File: config.mk
export PLATFORM = sky130hd
export DESIGN_NAME = asg_stream
export DESIGN_NICKNAME = d
export VERILOG_FILES = /design/src/rtl/asg_pkg.sv /design/src/rtl/asg_lfsr.sv /design/src/rtl/asg_stream.sv
export SDC_FILE = /design/constraint.sdc
export NUM_CORES = 1
export LEC_CHECK = 0
export CAP_MARGIN = 10
export CORE_UTILIZATION = 57
export DETAILED_ROUTE_END_ITERATION = 6
export GPL_TIMING_DRIVEN = 0
export HOLD_SLACK_MARGIN = 0.03
export MAX_ROUTING_LAYER = met4
export PLACE_DENSITY = 0.83
export SETUP_SLACK_MARGIN = 0.05
export SLEW_MARGIN = 20
export SYNTH_ARGS = -nofsm -noshare
export SYNTH_HDL_FRONTEND = slang
export SYNTH_SLANG_ARGS = --single-unit
export TNS_END_PERCENT = 20
File: constraint.sdc
create_clock -name clk -period 2.3 [get_ports clk]
set_input_delay 0.345 -clock clk [delete_from_list [all_inputs] [get_ports clk]]
set_output_delay 0.345 -clock clk [all_outputs]
set_load 0.02 [all_outputs]
File: src/rtl/asg_pkg.sv
// Shared constants, load-target encoding and the LFSR step helper for the
// alternating step generator keystream core.
package asg_pkg;

   localparam int          W0_DEF     = 5;
   localparam int          W1_DEF     = 7;
   localparam int          W2_DEF     = 11;
   localparam logic [4:0]  TAPS0_DEF  = 5'b10100;
   localparam logic [6:0]  TAPS1_DEF  = 7'b1100000;
   localparam logic [10:0] TAPS2_DEF  = 11'b10100000000;
   localparam int          OUT_W_DEF  = 8;
   localparam int          WARMUP_DEF = 32;
   localparam int          LFSR_MAX_W = 32;

   typedef enum logic [1:0] {
      SEL_R0  = 2'd0,
      SEL_R1  = 2'd1,
      SEL_R2  = 2'd2,
      SEL_ALL = 2'd3
   } sel_e;

   // Fibonacci step: feedback is the parity of the tapped bits, shifted in at the LSB.
   function automatic logic [LFSR_MAX_W-1:0] lfsr_next(input logic [LFSR_MAX_W-1:0] state,
                                                       input logic [LFSR_MAX_W-1:0] taps,
                                                       input int width);
      logic                  fb;
      logic [LFSR_MAX_W-1:0] mask;
      fb = ^(state & taps);
      if (width >= LFSR_MAX_W) mask = '1;
      else                     mask = (LFSR_MAX_W'(1) << width) - LFSR_MAX_W'(1);
      return ((state << 1) | LFSR_MAX_W'(fb)) & mask;
   endfunction

endpackage

File: src/rtl/asg_lfsr.sv
// One Fibonacci LFSR of the generator with serial seed loading and a
// zero-lock escape; msb_next previews the MSB the register would hold after a step.
module asg_lfsr
   import asg_pkg::*;
#(
   parameter int         W    = W0_DEF,
   parameter logic [W-1:0] TAPS = TAPS0_DEF
) (
   input  logic         clk,
   input  logic         rst_n,
   input  logic         step,
   input  logic         load,
   input  logic         seed_bit,
   output logic [W-1:0] state,
   output logic         msb_next
);

   logic [W-1:0] state_q;
   logic [W-1:0] state_d;
   logic [W-1:0] stepped;

   always_comb begin
      // An all-zero register would never leave zero, so it is kicked to 1 instead.
      if (state_q == '0) stepped = W'(1);
      else               stepped = W'(lfsr_next(LFSR_MAX_W'(state_q), LFSR_MAX_W'(TAPS), W));
   end

   always_comb begin
      state_d = state_q;
      if (load)      state_d = {state_q[W-2:0], seed_bit};
      else if (step) state_d = stepped;
   end

   always_ff @(posedge clk or negedge rst_n) begin
      if (!rst_n) state_q <= '1;
      else        state_q <= state_d;
   end

   assign state    = state_q;
   assign msb_next = stepped[W-1];

endmodule

File: src/rtl/asg_stream.sv
// Alternating step generator keystream core: R0 clocks either R1 or R2, the
// output bit is the XOR of their MSBs, packed LSB-first into OUT_W-bit words.
module asg_stream
   import asg_pkg::*;
#(
   parameter int            W0     = W0_DEF,
   parameter int            W1     = W1_DEF,
   parameter int            W2     = W2_DEF,
   parameter logic [W0-1:0] TAPS0  = TAPS0_DEF,
   parameter logic [W1-1:0] TAPS1  = TAPS1_DEF,
   parameter logic [W2-1:0] TAPS2  = TAPS2_DEF,
   parameter int            OUT_W  = OUT_W_DEF,
   parameter int            WARMUP = WARMUP_DEF
) (
   input  logic             clk,
   input  logic             rst_n,
   input  logic [1:0]       sel,
   input  logic             load,
   input  logic             seed_bit,
   input  logic             enable,
   output logic             bit_out,
   output logic             bit_valid,
   output logic [OUT_W-1:0] word_out,
   output logic             word_valid,
   input  logic             word_ready,
   output logic             warm
);

   localparam int                WCNT_W = (WARMUP > 0) ? $clog2(WARMUP + 1) : 1;
   localparam int                CNT_W  = $clog2(OUT_W);
   localparam logic [CNT_W-1:0]  LAST   = CNT_W'(OUT_W - 1);

   logic [W0-1:0] r0_state;
   logic [W1-1:0] r1_state;
   logic [W2-1:0] r2_state;
   logic          r0_msb_next, r1_msb_next, r2_msb_next;
   logic          ld_r0, ld_r1, ld_r2;
   logic          c, ks, stall, gen_step, word_done;
   logic          unused_state_bits;

   logic [WCNT_W-1:0] warm_cnt_q, warm_cnt_d;
   logic [CNT_W-1:0]  cnt_q, cnt_d;
   logic [OUT_W-2:0]  pack_q, pack_d;
   logic [OUT_W-1:0]  word_out_q, word_out_d;
   logic              word_valid_q, word_valid_d;
   logic              bit_out_q, bit_out_d;
   logic              bit_valid_q, bit_valid_d;

   assign ld_r0 = load & ((sel == SEL_R0) | (sel == SEL_ALL));
   assign ld_r1 = load & ((sel == SEL_R1) | (sel == SEL_ALL));
   assign ld_r2 = load & ((sel == SEL_R2) | (sel == SEL_ALL));

   assign warm     = (warm_cnt_q != '0);
   // Hold the generator only when the last free pack slot would complete a word with nowhere to go.
   assign stall    = word_valid_q & ~word_ready & (cnt_q == LAST) & ~warm;
   assign gen_step = enable & ~load & ~stall;
   assign c        = r0_state[W0-1];

   asg_lfsr #(.W(W0), .TAPS(TAPS0)) u_r0 (
      .clk(clk), .rst_n(rst_n), .step(gen_step), .load(ld_r0), .seed_bit(seed_bit),
      .state(r0_state), .msb_next(r0_msb_next)
   );
   asg_lfsr #(.W(W1), .TAPS(TAPS1)) u_r1 (
      .clk(clk), .rst_n(rst_n), .step(gen_step & c), .load(ld_r1), .seed_bit(seed_bit),
      .state(r1_state), .msb_next(r1_msb_next)
   );
   asg_lfsr #(.W(W2), .TAPS(TAPS2)) u_r2 (
      .clk(clk), .rst_n(rst_n), .step(gen_step & ~c), .load(ld_r2), .seed_bit(seed_bit),
      .state(r2_state), .msb_next(r2_msb_next)
   );

   // The held register contributes its current MSB, the stepping one its post-step MSB.
   assign ks = (c ? r1_msb_next : r1_state[W1-1]) ^ (c ? r2_state[W2-1] : r2_msb_next);

   assign unused_state_bits = ^{r0_state[W0-2:0], r0_msb_next, r1_state[W1-2:0], r2_state[W2-2:0]};

   always_comb begin
      warm_cnt_d  = warm_cnt_q;
      cnt_d       = cnt_q;
      pack_d      = pack_q;
      word_out_d  = word_out_q;
      bit_out_d   = bit_out_q;
      bit_valid_d = 1'b0;
      word_done   = 1'b0;
      if (load) begin
         warm_cnt_d = WCNT_W'(WARMUP);
         cnt_d      = '0;
      end else if (gen_step) begin
         if (warm) begin
            warm_cnt_d = warm_cnt_q - WCNT_W'(1);
         end else begin
            bit_out_d   = ks;
            bit_valid_d = 1'b1;
            if (cnt_q == LAST) begin
               word_out_d = {ks, pack_q};
               word_done  = 1'b1;
               cnt_d      = '0;
            end else begin
               pack_d[cnt_q] = ks;
               cnt_d         = cnt_q + CNT_W'(1);
            end
         end
      end
      word_valid_d = word_done | (word_valid_q & ~word_ready);
   end

   always_ff @(posedge clk or negedge rst_n) begin
      if (!rst_n) begin
         warm_cnt_q   <= WCNT_W'(WARMUP);
         cnt_q        <= '0;
         pack_q       <= '0;
         word_out_q   <= '0;
         word_valid_q <= 1'b0;
         bit_out_q    <= 1'b0;
         bit_valid_q  <= 1'b0;
      end else begin
         warm_cnt_q   <= warm_cnt_d;
         cnt_q        <= cnt_d;
         pack_q       <= pack_d;
         word_out_q   <= word_out_d;
         word_valid_q <= word_valid_d;
         bit_out_q    <= bit_out_d;
         bit_valid_q  <= bit_valid_d;
      end
   end

   assign bit_out    = bit_out_q;
   assign bit_valid  = bit_valid_q;
   assign word_out   = word_out_q;
   assign word_valid = word_valid_q;

endmodule

Word-level counts from Yosys, hierarchy flattened:

Cells that the tools add are included.

* bits in writable memories: 0
* latch bits: 0
* ROM bits: 0
* logic and storage cells: 96
* register bits: 50
* memories kept: 0
* output and inout port bits: 12

* multiply operators: 0
* mux-type cells: 31
* div/mod/pow operators: 0
* equal/unequal tests: 5
* reduce and logical (&&, ||, !) cells: 19
* bitwise operators: 27
* shift operators: 0
* order comparisons: 2
* add/subtract/negate cells: 2

Operators with widths (number)
* $reduce_xor A32 Y1: 3
* $mux W11: 4
* $mux W7: 4
* $mux W5: 4
* $mux W6: 3
* $mux W3: 4
* $and A11 B11 Y11: 1
* $logic_not A11 Y1: 1
* $or A11 B1 Y11: 1
* $and A1 B1 Y1: 10
* $mux W1: 10
* $reduce_bool A2 Y1: 5
* $reduce_and A4 Y1: 2
* $and A7 B7 Y7: 1
* $bwmux W7: 1
* $logic_not A7 Y1: 1
* $or A7 B1 Y7: 1
* $not A1 Y1: 6
* $reduce_bool A6 Y1: 1
* $sub A6 B1 Y6 const B: 1
* $and A5 B5 Y5: 1
* $logic_not A5 Y1: 1
* $or A5 B1 Y5: 1
* $eq A2 B2 Y1 const B: 2
* 13 further kinds: 17

Logic depth before layout (Yosys ltp):

Gate-level depths: netlist of the first run.

* depth in word-level cells: 9
* gate-level depth with buffers: 7
* gate-level depth less buffers: 6

Hierarchy:

Synthesis of the first run repeated with hierarchy kept, for this count alone.

* cells, all modules: 191
* area total of the unflattened synthesis: 2356.0 um2

By module, submodules not included
* asg_stream: area each 1333.8 um2, cells each 119, instances 1
* asg_lfsr (u_r2): area each 476.7 um2, cells each 33, instances 1
* asg_lfsr (u_r1): area each 300.3 um2, cells each 21, instances 1
* asg_lfsr (u_r0): area each 245.2 um2, cells each 18, instances 1

Least setup slack after synthesis of the first run:

OpenSTA, ideal clock, no wires.

* path kind: register to register
* start point: reg warm_cnt_q[2]
* end point: reg u_r1.state_q[1] (netlist: u_r1.state[1])
* clock period less this slack: 1.914 ns
* buffers on the path: 2
* library setup time: 0.082 ns
* data required time: 2.218 ns
* slack: 0.386 ns
* arrival: 1.832 ns
* stages on the path, launching flop included: 7
* path through: dfrtp_1 -> or3_1 -> buf_6 -> o31a_1 -> a22o_1 -> buf_6 -> mux2_4

* longest elaborated chain between the ends: 7

Ends and longest elaborated chain
* from (decl): RTL line asg_stream.sv:41 `logic [WCNT_W-1:0] warm_cnt_q, warm_cnt_d;`
* from (signal assigned): RTL line asg_stream.sv:109 `warm_cnt_q <= WCNT_W'(WARMUP);`
* from (signal assigned): RTL line asg_stream.sv:117 `warm_cnt_q <= warm_cnt_d;`
* $reduce_bool A6 Y1: RTL line asg_stream.sv:53 `assign warm = (warm_cnt_q != '0);`
* $not A1 Y1 (no source line)
* $and A1 B1 Y1: RTL line asg_stream.sv:55 `assign stall = word_valid_q & ~word_ready & (cnt_q == LAST) & ~warm;`
* $not A1 Y1: RTL line asg_stream.sv:56 `assign gen_step = enable & ~load & ~stall;`
* $and A1 B1 Y1: RTL line asg_stream.sv:56
* $and A1 B1 Y1: RTL line asg_stream.sv:64 `.clk(clk), .rst_n(rst_n), .step(gen_step & c), .load(ld_r1), .seed_bit(seed_bit),`
* $reduce_bool A2 Y1 (no source line)
* to (signal assigned): RTL line asg_lfsr.sv:36 `else state_q <= state_d;`
* to (decl): RTL line asg_lfsr.sv:18 `logic [W-1:0] state_q;`

No other way between the ends.
A chain may end at the register's enable or synchronous reset.

Worst setup path in the final report of the first run:

* start point: reg cnt_q[1]
* end point: reg u_r1.state_q[3] (netlist: u_r1.state[3])

* longest elaborated chain between the ends: 7

Ends and longest elaborated chain
* from (decl): RTL line asg_stream.sv:42 `logic [CNT_W-1:0] cnt_q, cnt_d;`
* from (signal assigned): RTL line asg_stream.sv:118 `cnt_q <= cnt_d;`
* $eq A3 B3 Y1: RTL line asg_stream.sv:55
* $and A1 B1 Y1 (2 in series): RTL line asg_stream.sv:55
* $not A1 Y1: RTL line asg_stream.sv:56
* $and A1 B1 Y1: RTL line asg_stream.sv:56
* $and A1 B1 Y1: RTL line asg_stream.sv:64
* $reduce_bool A2 Y1 (no source line)

No other way between the ends.

==> impl_metrics.py, run 1 <==
metrics = {
    "placement": {
        "dp_hpwl_mm": 3.025,
        "io_buffers": 19,
        "gp_congestion": 0.7857,
        "place_area_mm2": 0.002685,
        "dp.cells": 259,
    },
    "die": {
        "die_w_um": 67.12,
        "ios": 20,
        "die_h_um": 67.12,
        "std_cell_rows": 23,
        "coreArea_mm2": 0.004029,
        "start_util_pct": 60.00,
        "dieArea_mm2": 0.004505,
    },
    "drt": {
        "antenna_left": 0,
        "drtIter0Drc": 119,
        "vias_per_cell": 5.866,
        "avgRoutedWirePerCell_um": 15.69,
        "num_vias": 1572,
        "routed_wirelength_mm": 4.206,
        "drc_errors": 0,
        "first_pass_iters": 4,
    },
    "finish": {
        "drive_above_1_share_pct": 36.24,
        "antenna_cells": 0,
        "final_cells": 268,
        "area_delta_synth_final_pct": 15.94,
        "layout.nets": 231,
        "fin_area_mm2": 0.002803,
    },
    "timing": {
        "clock.fmax_mhz": 465.7,
        "drv_slew": 0,
        "final.setup.tns_ps": 0,
        "finalCriticalPeriod_ps": 2147,
        "hold_viol_final": 0,
        "fin_crit_sh_pct": 93.37,
        "setup_viol": 0,
        "tightest_slew_ps": 571.7,
        "final.setup_skew_ps": 9.388,
        "rsz0062_at_grt": "yes",
        "slew_headroom_pct": 61.63,
    },
    "clock_network": {
        "clock_sinks": 50,
        "clk_path_buf_depth": 2,
        "cts-htree-levels": 2,
        "root_buffer": "clkbuf_8",
        "cts_tree": "done",
        "post_cts_buffers": 0,
        "clk_pin_slew_ps": 100,
        "cts_buffers": 5,
        "clk_latency_ps": 310,
    },
    "yosys": {
        "yosysTopAreaCellShare_pct": 26.92,
        "synth-main-ff-cell": "dfrtp_1",
        "synth_cells": 189,
        "synthArstFlopShare_pct": 100.0,
        "synth_edf_count": 0,
        "ys_seq_area_share_pct": 53.00,
        "synth-warning-count": 0,
        "mappedNetlistArea_mm2": 0.002417,
        "avgSynthCellArea_um2": 12.79,
        "yosysTopAreaCell": "dfrtp_1",
        "synth_cell_types": 33,
        "ys_top_cells_by_area": "dfrtp_1 27%, dfstp_2 26%, mux2_4 9.9%, mux2_2 9.8%, ha_1 3.1%",
        "synth_nets": 203,
        "synth_seq_cells": 50,
    },
    "pwr": {
        "total_power_uw": 2683,
        "power.leakage_uw": 0.001249,
        "vdd_drop_max_v": 0.0007367,
        "power_density_mw_per_mm2": 957.4,
    },
    "worst_setup_path": {
        "critPathLaunchType": "register",
        "critPathMaxStageDelay_ps": 450,
        "crit_chain": "ha_1 -> ha_1 -> nand3b_1 -> o31a_1 -> a22o_1 -> buf_6 -> mux2_4",
        "end_kind": "register",
        "worst-path-max-fanout": 8,
        "path_class": "register to register",
        "arrival_ps": 2390,
        "required_ps": 2540,
        "cp_common_cell": "ha_1",
        "crit_slowest_cell": "dfrtp_2",
    },
    "global_routing": {
        "grt_pass1_wl_mm": 6.941,
        "grt_overflow": 0,
        "grt_max_degree": 37,
        "antenna_found_initial": 0,
        "grt_pass1_vias": 1498,
        "grtUsageTotal_pct": 21.96,
    },
    "job": {
        "cap_violations": 0,
    },
    "worst_hold_path": {
        "min_path_type": "primary input to async pin",
    },
    "run_status": {
        "status": "completed",
    },
}
==> cells in the final DEF, fill, tap and decap left out, drive strengths merged, types with 2 or more instances in the layout <==
| cell type | count |
|---|---|
| nand4b | 4 |
| or3 | 2 |
| inv | 6 |
| ha | 6 |
| dfrtp | 26 |
| nor2b | 3 |
| nand4 | 4 |
| xnor2 | 2 |
| o211ai | 4 |
| mux2 | 37 |
| nand3 | 10 |
| nor4 | 2 |
| clkdlybuf4s50 | 17 |
| nand3b | 6 |
| nand2b | 2 |
| nand2 | 10 |
| o21ai | 9 |
| nor2 | 8 |
| and3 | 2 |
| xor2 | 5 |
| or4 | 2 |
| nor3 | 4 |
| dfstp | 24 |
| buf | 6 |
| clkbuf | 8 |
==> cells by family (layout without fill, tap and decap cells) <==
logic type	after synthesis	count (layout)	share of synthesized area (%)
XOR/XNOR	7	7	2.536
buffers and inverters	12	41	2.847
flip-flops	50	50	53.00
AO/OA/AOI/OAI	17	17	4.865
AND/OR/NAND/NOR	59	59	13.51
multiplexers	38	38	20.13
adder cells (fa/ha/maj)	6	6	3.106
==> worst max-delay path: cells and delay by family (launching register included) <==
family	cells	cell delay (ps)
mux	1	300
simple gates	1	240
flops	1	450
buf+inv	1	140
fa+ha+maj	2	400
compound gates	2	540
==> registers in the layout (all words and copies together), names as in the netlist <==
register / flops
u_r1.state: 7
cnt_q: 3
u_r2.state: 11
word_out: 8
u_r0.state: 5
bit_out: 1
warm_cnt_q: 6
pack_q: 7
word_valid: 1
bit_valid: 1
==> metal layers <==
| layer | vias up | share of wire [%] | wire length, µm | global-route usage [%] |
|---|---|---|---|---|
| met5 | - | 0 | 0 | - |
| met4 | 0 | 2.5 | 107 | 10.90 |
| met3 | 11 | 3.2 | 136 | 4.623 |
| met2 | 38 | 52 | 2174 | 35.63 |
| met1 | 785 | 43 | 1788 | 25.70 |
| li1 | 738 | - | - | - |
==> report_power, final <==
| group | total [µW] | internal (µW) | switching (µW) |
|---|---|---|---|
| registers | 1440 | 1230 | 208 |
| clock network | 525 | 220 | 305 |
| logic | 716 | 422 | 295 |
==> cells in the mapped netlist, types with 5 or more instances <==
| cell type | n |
|---|---|
| dfrtp_1 | 26 |
| nand2_1 | 10 |
| ha_1 | 6 |
| nand3_1 | 10 |
| mux2_4 | 16 |
| nor2_1 | 8 |
| o21ai_0 | 7 |
| inv_1 | 5 |
| dfstp_2 | 24 |
| xor2_1 | 5 |
| nand3b_1 | 6 |
| mux2_2 | 21 |
==> what timing repair did <==
action | 4_1_cts | 5_1_grt
hold endpoints to repair | 8 | 0
hold buffers | 1 | 0
resized for setup | 0 | 5
endpoints found under the setup margin | 0 | 28
==> path summary, 6_finish.rpt <==
kind,from,endpoint,slack (ps),depth (start not counted)
min in group clk,bit_out,bit_out,520,1
hold reg to reg,bit_out,bit_out,520,1
max in group asynchronous,rst_n,u_r2.state[9],1260,3
setup / recovery,cnt_q[1],u_r1.state[3],150,7
hold / removal,rst_n,warm_cnt_q[3],470,2
setup reg to reg,cnt_q[1],u_r1.state[3],150,7
==> layout make-up <==
class,count,area (µm²)
flip-flops and latches,50,1282
fillers,284,1226
multi-input cells,127,1076
repair buffers,21,217.7
clock buffers,5,68.82
well taps,50,62.56
plain buffers,7,51.30
clock inverters,3,25.02
inverters,5,18.77
==> stage by stage <==
stage	hold slack, ps	utilization [%]	worst slack, ps
after floorplan	49.41	-	385.9
after global routing	500.4	69.57	43.51
after global placement	483.5	66.27	-316.1
after detailed placement	281.2	66.65	-178.8
final	470.9	69.57	152.5
after CTS	488.9	69.22	72.72
Power figures use the tool's default switching activity.
==> inputs of run 2 (changes only) <==
Settings changed: CORE_UTILIZATION 57 to 47, PLACE_DENSITY 0.83 to 0.71.
==> run 2 against run 1 <==
Compared with the run above: die area increased by 21%; hold slack worse by 410 ps; worst setup slack improved by 69 ps; combinational power fell by 2%; global-route usage decreased by 4.3 points; sequential power about the same; final area increased by 0.80%; clock skew down 2.5 ps; largest cell class unchanged.
==> impl_metrics.py, run 2 (synthesized netlist as in run 1, its figures left out) <==
metrics = {
    "die": {
        "die_w_um": 73.72,
        "dieArea_mm2": 0.005434,
        "std_cell_rows": 25,
        "die_h_um": 73.72,
        "ios": 20,
        "coreArea_mm2": 0.004848,
        "start_util_pct": 49.86,
    },
    "pwr": {
        "seq_power_share_pct": 54.7,
        "p_comb_share_pct": 26.5,
        "power.internal_uw": 1868,
        "total_power_uw": 2641,
        "power.leakage_uw": 0.001257,
        "swShare_pct": 29.27,
        "pwr-share-clk_pct": 18.8,
        "switching_power_uw": 773.0,
        "vdd_drop_max_v": 0.0004195,
        "power_density_mw_per_mm2": 934.8,
    },
    "job": {
        "cap_violations": 0,
    },
    "clock_network": {
        "clock_sinks": 50,
        "root_buffer": "clkbuf_8",
        "cts_tree": "done",
        "cts-htree-levels": 2,
        "cts_buffers": 5,
        "clk_pin_slew_ps": 90,
        "clk_path_buf_depth": 2,
        "cts_hold_buffers": 0,
        "clk_latency_ps": 300,
    },
    "run_status": {
        "status": "completed",
    },
    "finish": {
        "layout.nets": 232,
        "antenna_cells": 0,
        "fill_cells": 414,
        "area_delta_synth_final_pct": 16.87,
        "layout_commonest_cell": "dfrtp_1",
        "layout_common_cells": "25 x dfrtp_1, 24 x dfstp_2, 21 x mux2_2, 17 x clkdlybuf4s50_1, 16 x mux2_4",
        "drive_above_1_share_pct": 36.53,
        "largest_reg_flops": 11,
    },
    "placement": {
        "io_buffers": 19,
        "dp_hpwl_mm": 2.787,
        "gp_congestion": 0.7720,
    },
    "worst_setup_path": {
        "worst-path-max-fanout": 10,
        "crit_start": "cnt_q[1]",
        "regToRegStartpoint": "cnt_q[1]",
        "crit_path_end": "u_r2.state[2]",
        "r2r_cells": 7,
        "required_ps": 2530,
        "end_kind": "register",
        "r2r_setup_slack_ps": 220,
        "path_class": "register to register",
        "arrival_ps": 2310,
        "r2r-end": "u_r2.state[2]",
        "critPathLaunchType": "register",
    },
    "global_routing": {
        "grt_max_degree": 27,
        "grt_pass1_wl_mm": 6.920,
        "grt_pass1_vias": 1443,
        "grt_overflow": 0,
        "grtUsageTotal_pct": 17.63,
        "antenna_found_initial": 0,
    },
    "drt": {
        "num_vias": 1507,
        "drc_errors": 0,
        "antenna_left": 0,
        "drtIter0Drc": 87,
        "first_pass_iters": 4,
        "vias_per_cell": 5.269,
        "routed_wirelength_mm": 3.998,
        "avgRoutedWirePerCell_um": 13.98,
    },
    "timing": {
        "fin_crit_sh_pct": 90.39,
        "drv_slew": 0,
        "final.setup.tns_ps": 0,
        "slew_headroom_pct": 57.80,
        "finalCriticalPeriod_ps": 2079,
        "clock.fmax_mhz": 481.0,
        "final.setup_skew_ps": 6.861,
        "hold_viol_final": 0,
        "setup_viol": 0,
        "tightest_slew_ps": 633.0,
        "rsz0062_at_grt": "no",
    },
    "worst_hold_path": {
        "min_path_type": "primary input to async pin",
    },
}
-- run 2: cell count changes in the layout (fill, tap and decap cells not counted), sizes merged --
cell | before | now
buf | 6 | 8
clkbuf | 8 | 9
clkinvlp | 1 | 0
clkinv | 1 | 2
dlygate4sd3 | 1 | 0
inv | 6 | 5
-- run 2: worst max-delay path, cell delays in order, from the launching register on --
cell and delay [ps]:
dfrtp_2 430, ha_1 160, ha_1 210, nand3b_1 220, o31ai_4 390, o21ai_2 110
buf_6 190, mux2_4 300
-- run 2: how the worst min path moves through the flow --
stage / start / end / slack, ps / cells after the start
after floorplan: rst_n / bit_out / 50 / 0
after global placement: pack_q[6] / word_out[6] / 480 / 1
after detailed placement: rst_n / word_out[5] / 400 / 1
after CTS: rst_n / word_out[5] / 70 / 1
after global routing: rst_n / word_out[5] / 80 / 1
final: rst_n / word_valid / 60 / 1
-- run 2: timing repair --
item / in CTS / in global routing
resized for setup: 0 / 5
setup endpoints to repair: 0 / 27
setup buffers: 0 / 2
hold endpoints to repair: 0 / 0
-- run 2: per-layer routing --
| metal | vias to the layer above | share of wire (%) | track usage, % |
|---|---|---|---|
| met2 | 21 | 46 | 25.89 |
| met3 | 4 | 3.2 | 5.075 |
| met4 | 0 | 1.4 | 5.983 |
| li1 | 742 | - | - |
| met5 | - | 0 | - |
| met1 | 740 | 50 | 23.40 |
-- run 2: final cells by class --
cell class	count	area (µm²)	area share, %
well taps	67	83.83	2.967
plain buffers	7	51.30	1.816
clock inverters	2	10.01	0.3543
multi-input cells	127	1076	38.09
inverters	5	18.77	0.6643
flip-flops and latches	50	1282	45.39
clock buffers	6	72.57	2.569
repair buffers	22	230.2	8.149
-- run 2: power groups by stage --
stage	Clock, µW	Combinational (µW)	Sequential (µW)
3_3_place_gp	0	679	1450
5_1_grt	547	782	1480
4_1_cts	520	706	1440
6_report	497	699	1440
3_5_place_dp	0	704	1450
2_1_floorplan	0	572	1390
-- run 2: per-stage QoR --
stage	util, %	hold slack, ps	instances	area, µm²	setup WS [ps]
floorplan	-	49.41	189	2417	385.9
global placement	55.51	484.2	275	2691	-507.8
detailed placement	55.97	402.2	276	2714	-206.5
CTS	57.68	68.54	284	2796	59.44
global route	58.27	82.43	286	2825	52.61
finish	58.27	56.20	286	2825	221.1
==> inputs of run 3 (changes only) <==
Settings changed: PLACE_DENSITY 0.71 to 0.67, TNS_END_PERCENT 20 to 10.
==> run 3 against run 2 <==
Compared with the run above: register-to-register slack lost 40 ps; count of clock-buffer cells in the layout shrank 1; sequential share of layout area shrank 0.34 points; clock power grew 27%; power grew 5.1%; combinational power grew 0.9%; core utilization grew 0.44 points; worst setup slack lost 41 ps; clock skew shrank 3.3 ps; hold slack gained 6.0 ps.
==> impl_metrics.py, run 3 (synthesized netlist as in run 1, its figures left out) <==
metrics = {
    "worst_setup_path": {
        "critPathLaunchType": "register",
        "required_ps": 2540,
        "crit_slowest_cell": "dfrtp_2",
        "r2r_setup_slack_ps": 180,
        "critPathMaxStageDelay_ps": 430,
        "crit_chain": "ha_1 -> ha_2 -> nand3b_1 -> o31a_1 -> a22o_1 -> buf_6 -> mux2_4",
        "path_class": "register to register",
        "worst-path-max-fanout": 8,
        "end_kind": "register",
        "arrival_ps": 2360,
    },
    "finish": {
        "fin_area_mm2": 0.002846,
        "final_cells": 284,
        "seq_area_mm2": 0.001282,
        "area_delta_synth_final_pct": 17.75,
        "antenna_cells": 0,
        "multi_input_area_mm2": 0.001079,
        "layout.nets": 230,
        "layout_common_cells": "25 x dfrtp_1, 24 x dfstp_2, 21 x mux2_2, 17 x clkdlybuf4s50_1, 16 x mux2_4",
        "layout_commonest_cell": "dfrtp_1",
        "largest_reg_flops": 11,
        "fill_cells": 402,
        "drive_above_1_share_pct": 36.87,
    },
    "clock_network": {
        "clk_latency_ps": 300,
        "root_buffer": "clkbuf_8",
        "clk_pin_slew_ps": 90,
        "cts_tree": "done",
        "clk_path_buf_depth": 2,
        "post_cts_buffers": 0,
        "clock_sinks": 50,
        "cts_buffers": 5,
        "cts-htree-levels": 2,
    },
    "timing": {
        "setup_viol": 0,
        "final.setup.tns_ps": 0,
        "clock.fmax_mhz": 471.8,
        "fin_crit_sh_pct": 92.15,
        "slew_headroom_pct": 56.54,
        "tightest_slew_ps": 651.9,
        "hold_viol_final": 0,
        "drv_slew": 0,
        "final.setup_skew_ps": 3.605,
        "finalCriticalPeriod_ps": 2119,
        "rsz0062_at_grt": "yes",
    },
    "drt": {
        "routed_wirelength_mm": 4.154,
        "drtIter0Drc": 47,
        "num_vias": 1546,
        "first_pass_iters": 4,
        "antenna_left": 0,
        "avgRoutedWirePerCell_um": 14.63,
        "drc_errors": 0,
        "vias_per_cell": 5.444,
    },
    "global_routing": {
        "grt_overflow": 0,
        "grt_pass1_wl_mm": 7.438,
        "antenna_found_initial": 0,
        "grt_max_degree": 28,
        "grt_pass1_vias": 1613,
        "grtUsageTotal_pct": 18.46,
    },
    "placement": {
        "dp_hpwl_mm": 3.009,
        "dp.cells": 276,
        "place_area_mm2": 0.002714,
        "gp_congestion": 0.8507,
        "io_buffers": 19,
    },
    "die": {
        "dieArea_mm2": 0.005434,
        "coreArea_mm2": 0.004848,
        "die_h_um": 73.72,
        "start_util_pct": 49.86,
        "std_cell_rows": 25,
        "die_w_um": 73.72,
        "ios": 20,
    },
    "pwr": {
        "power_density_mw_per_mm2": 975.5,
        "power.leakage_uw": 0.001259,
        "vdd_drop_max_v": 0.0006453,
    },
    "run_status": {
        "status": "completed",
    },
    "worst_hold_path": {
        "min_path_type": "primary input to async pin",
    },
    "job": {
        "cap_violations": 0,
    },
}
[run 3: cell types whose count changed in the layout (fill, tap and decap cells not counted), sizes merged]
| cell | change |
|---|---|
| buf | -2 |
| clkinv | -2 |
| inv | +2 |
| bufinv | +1 |
| clkbuf | -1 |
[run 3: cell type report]
cell class,instances,share of cell area [%]
plain buffers,7,1.802
clock buffers,5,2.418
clock inverters,3,1.670
inverters,5,0.6593
multi-input cells,127,37.89
flip-flops and latches,50,45.05
well taps,67,2.945
repair buffers,20,7.560
[run 3: power breakdown]
group / internal (µW) / total [µW] / switching (µW)
combinational: 421 / 705 / 284
clock: 332 / 631 / 299
sequential: 1230 / 1440 / 207
[run 3: timing repair]
item,in CTS,in global routing
hold buffers,0,0
gates resized for setup,0,6
setup endpoints to repair,0,28
[run 3: path summary, 6_finish.rpt]
kind,depth (start not counted),endpoint,from
max,7,u_r1.state[1],cnt_q[1]
min,1,word_out[3],rst_n
max reg2reg,7,u_r1.state[1],cnt_q[1]
min reg2reg,1,pack_q[3],pack_q[3]
max in group asynchronous,2,u_r2.state[4],rst_n
min in group clk,1,pack_q[3],pack_q[3]
[run 3: metrics by stage]
step                      utilization [%]  power (µW)  hold slack (ps)  setup WS (ps)
after global placement              55.51        2113            484.8         -367.0
after detailed placement            55.97        2165            407.3         -193.7
after floorplan                         -        1965            49.41          385.9
after global routing                58.71        2953            98.20          12.53
final                               58.71        2777            62.21          180.5
after CTS                           58.37        2814            73.24          57.86
[run 3: layer usage]
layer / vias up / GRT usage (%) / share of wire [%]
li1: 737 / - / -
met5: - / - / 0
met3: 7 / 3.018 / 2.9
met1: 773 / 22.61 / 44
met4: 0 / 7.265 / 1.6
met2: 29 / 30.48 / 51
[run 3: critical path: cells and delay by family, from the launching register on]
kind / cells / cell delay [ps]
multiplexers: 1 / 300
buffers and inverters: 1 / 140
AO/OA/AOI/OAI: 2 / 560
flip-flops: 1 / 430
adder cells (fa/ha/maj): 2 / 380
AND/OR/NAND/NOR: 1 / 240
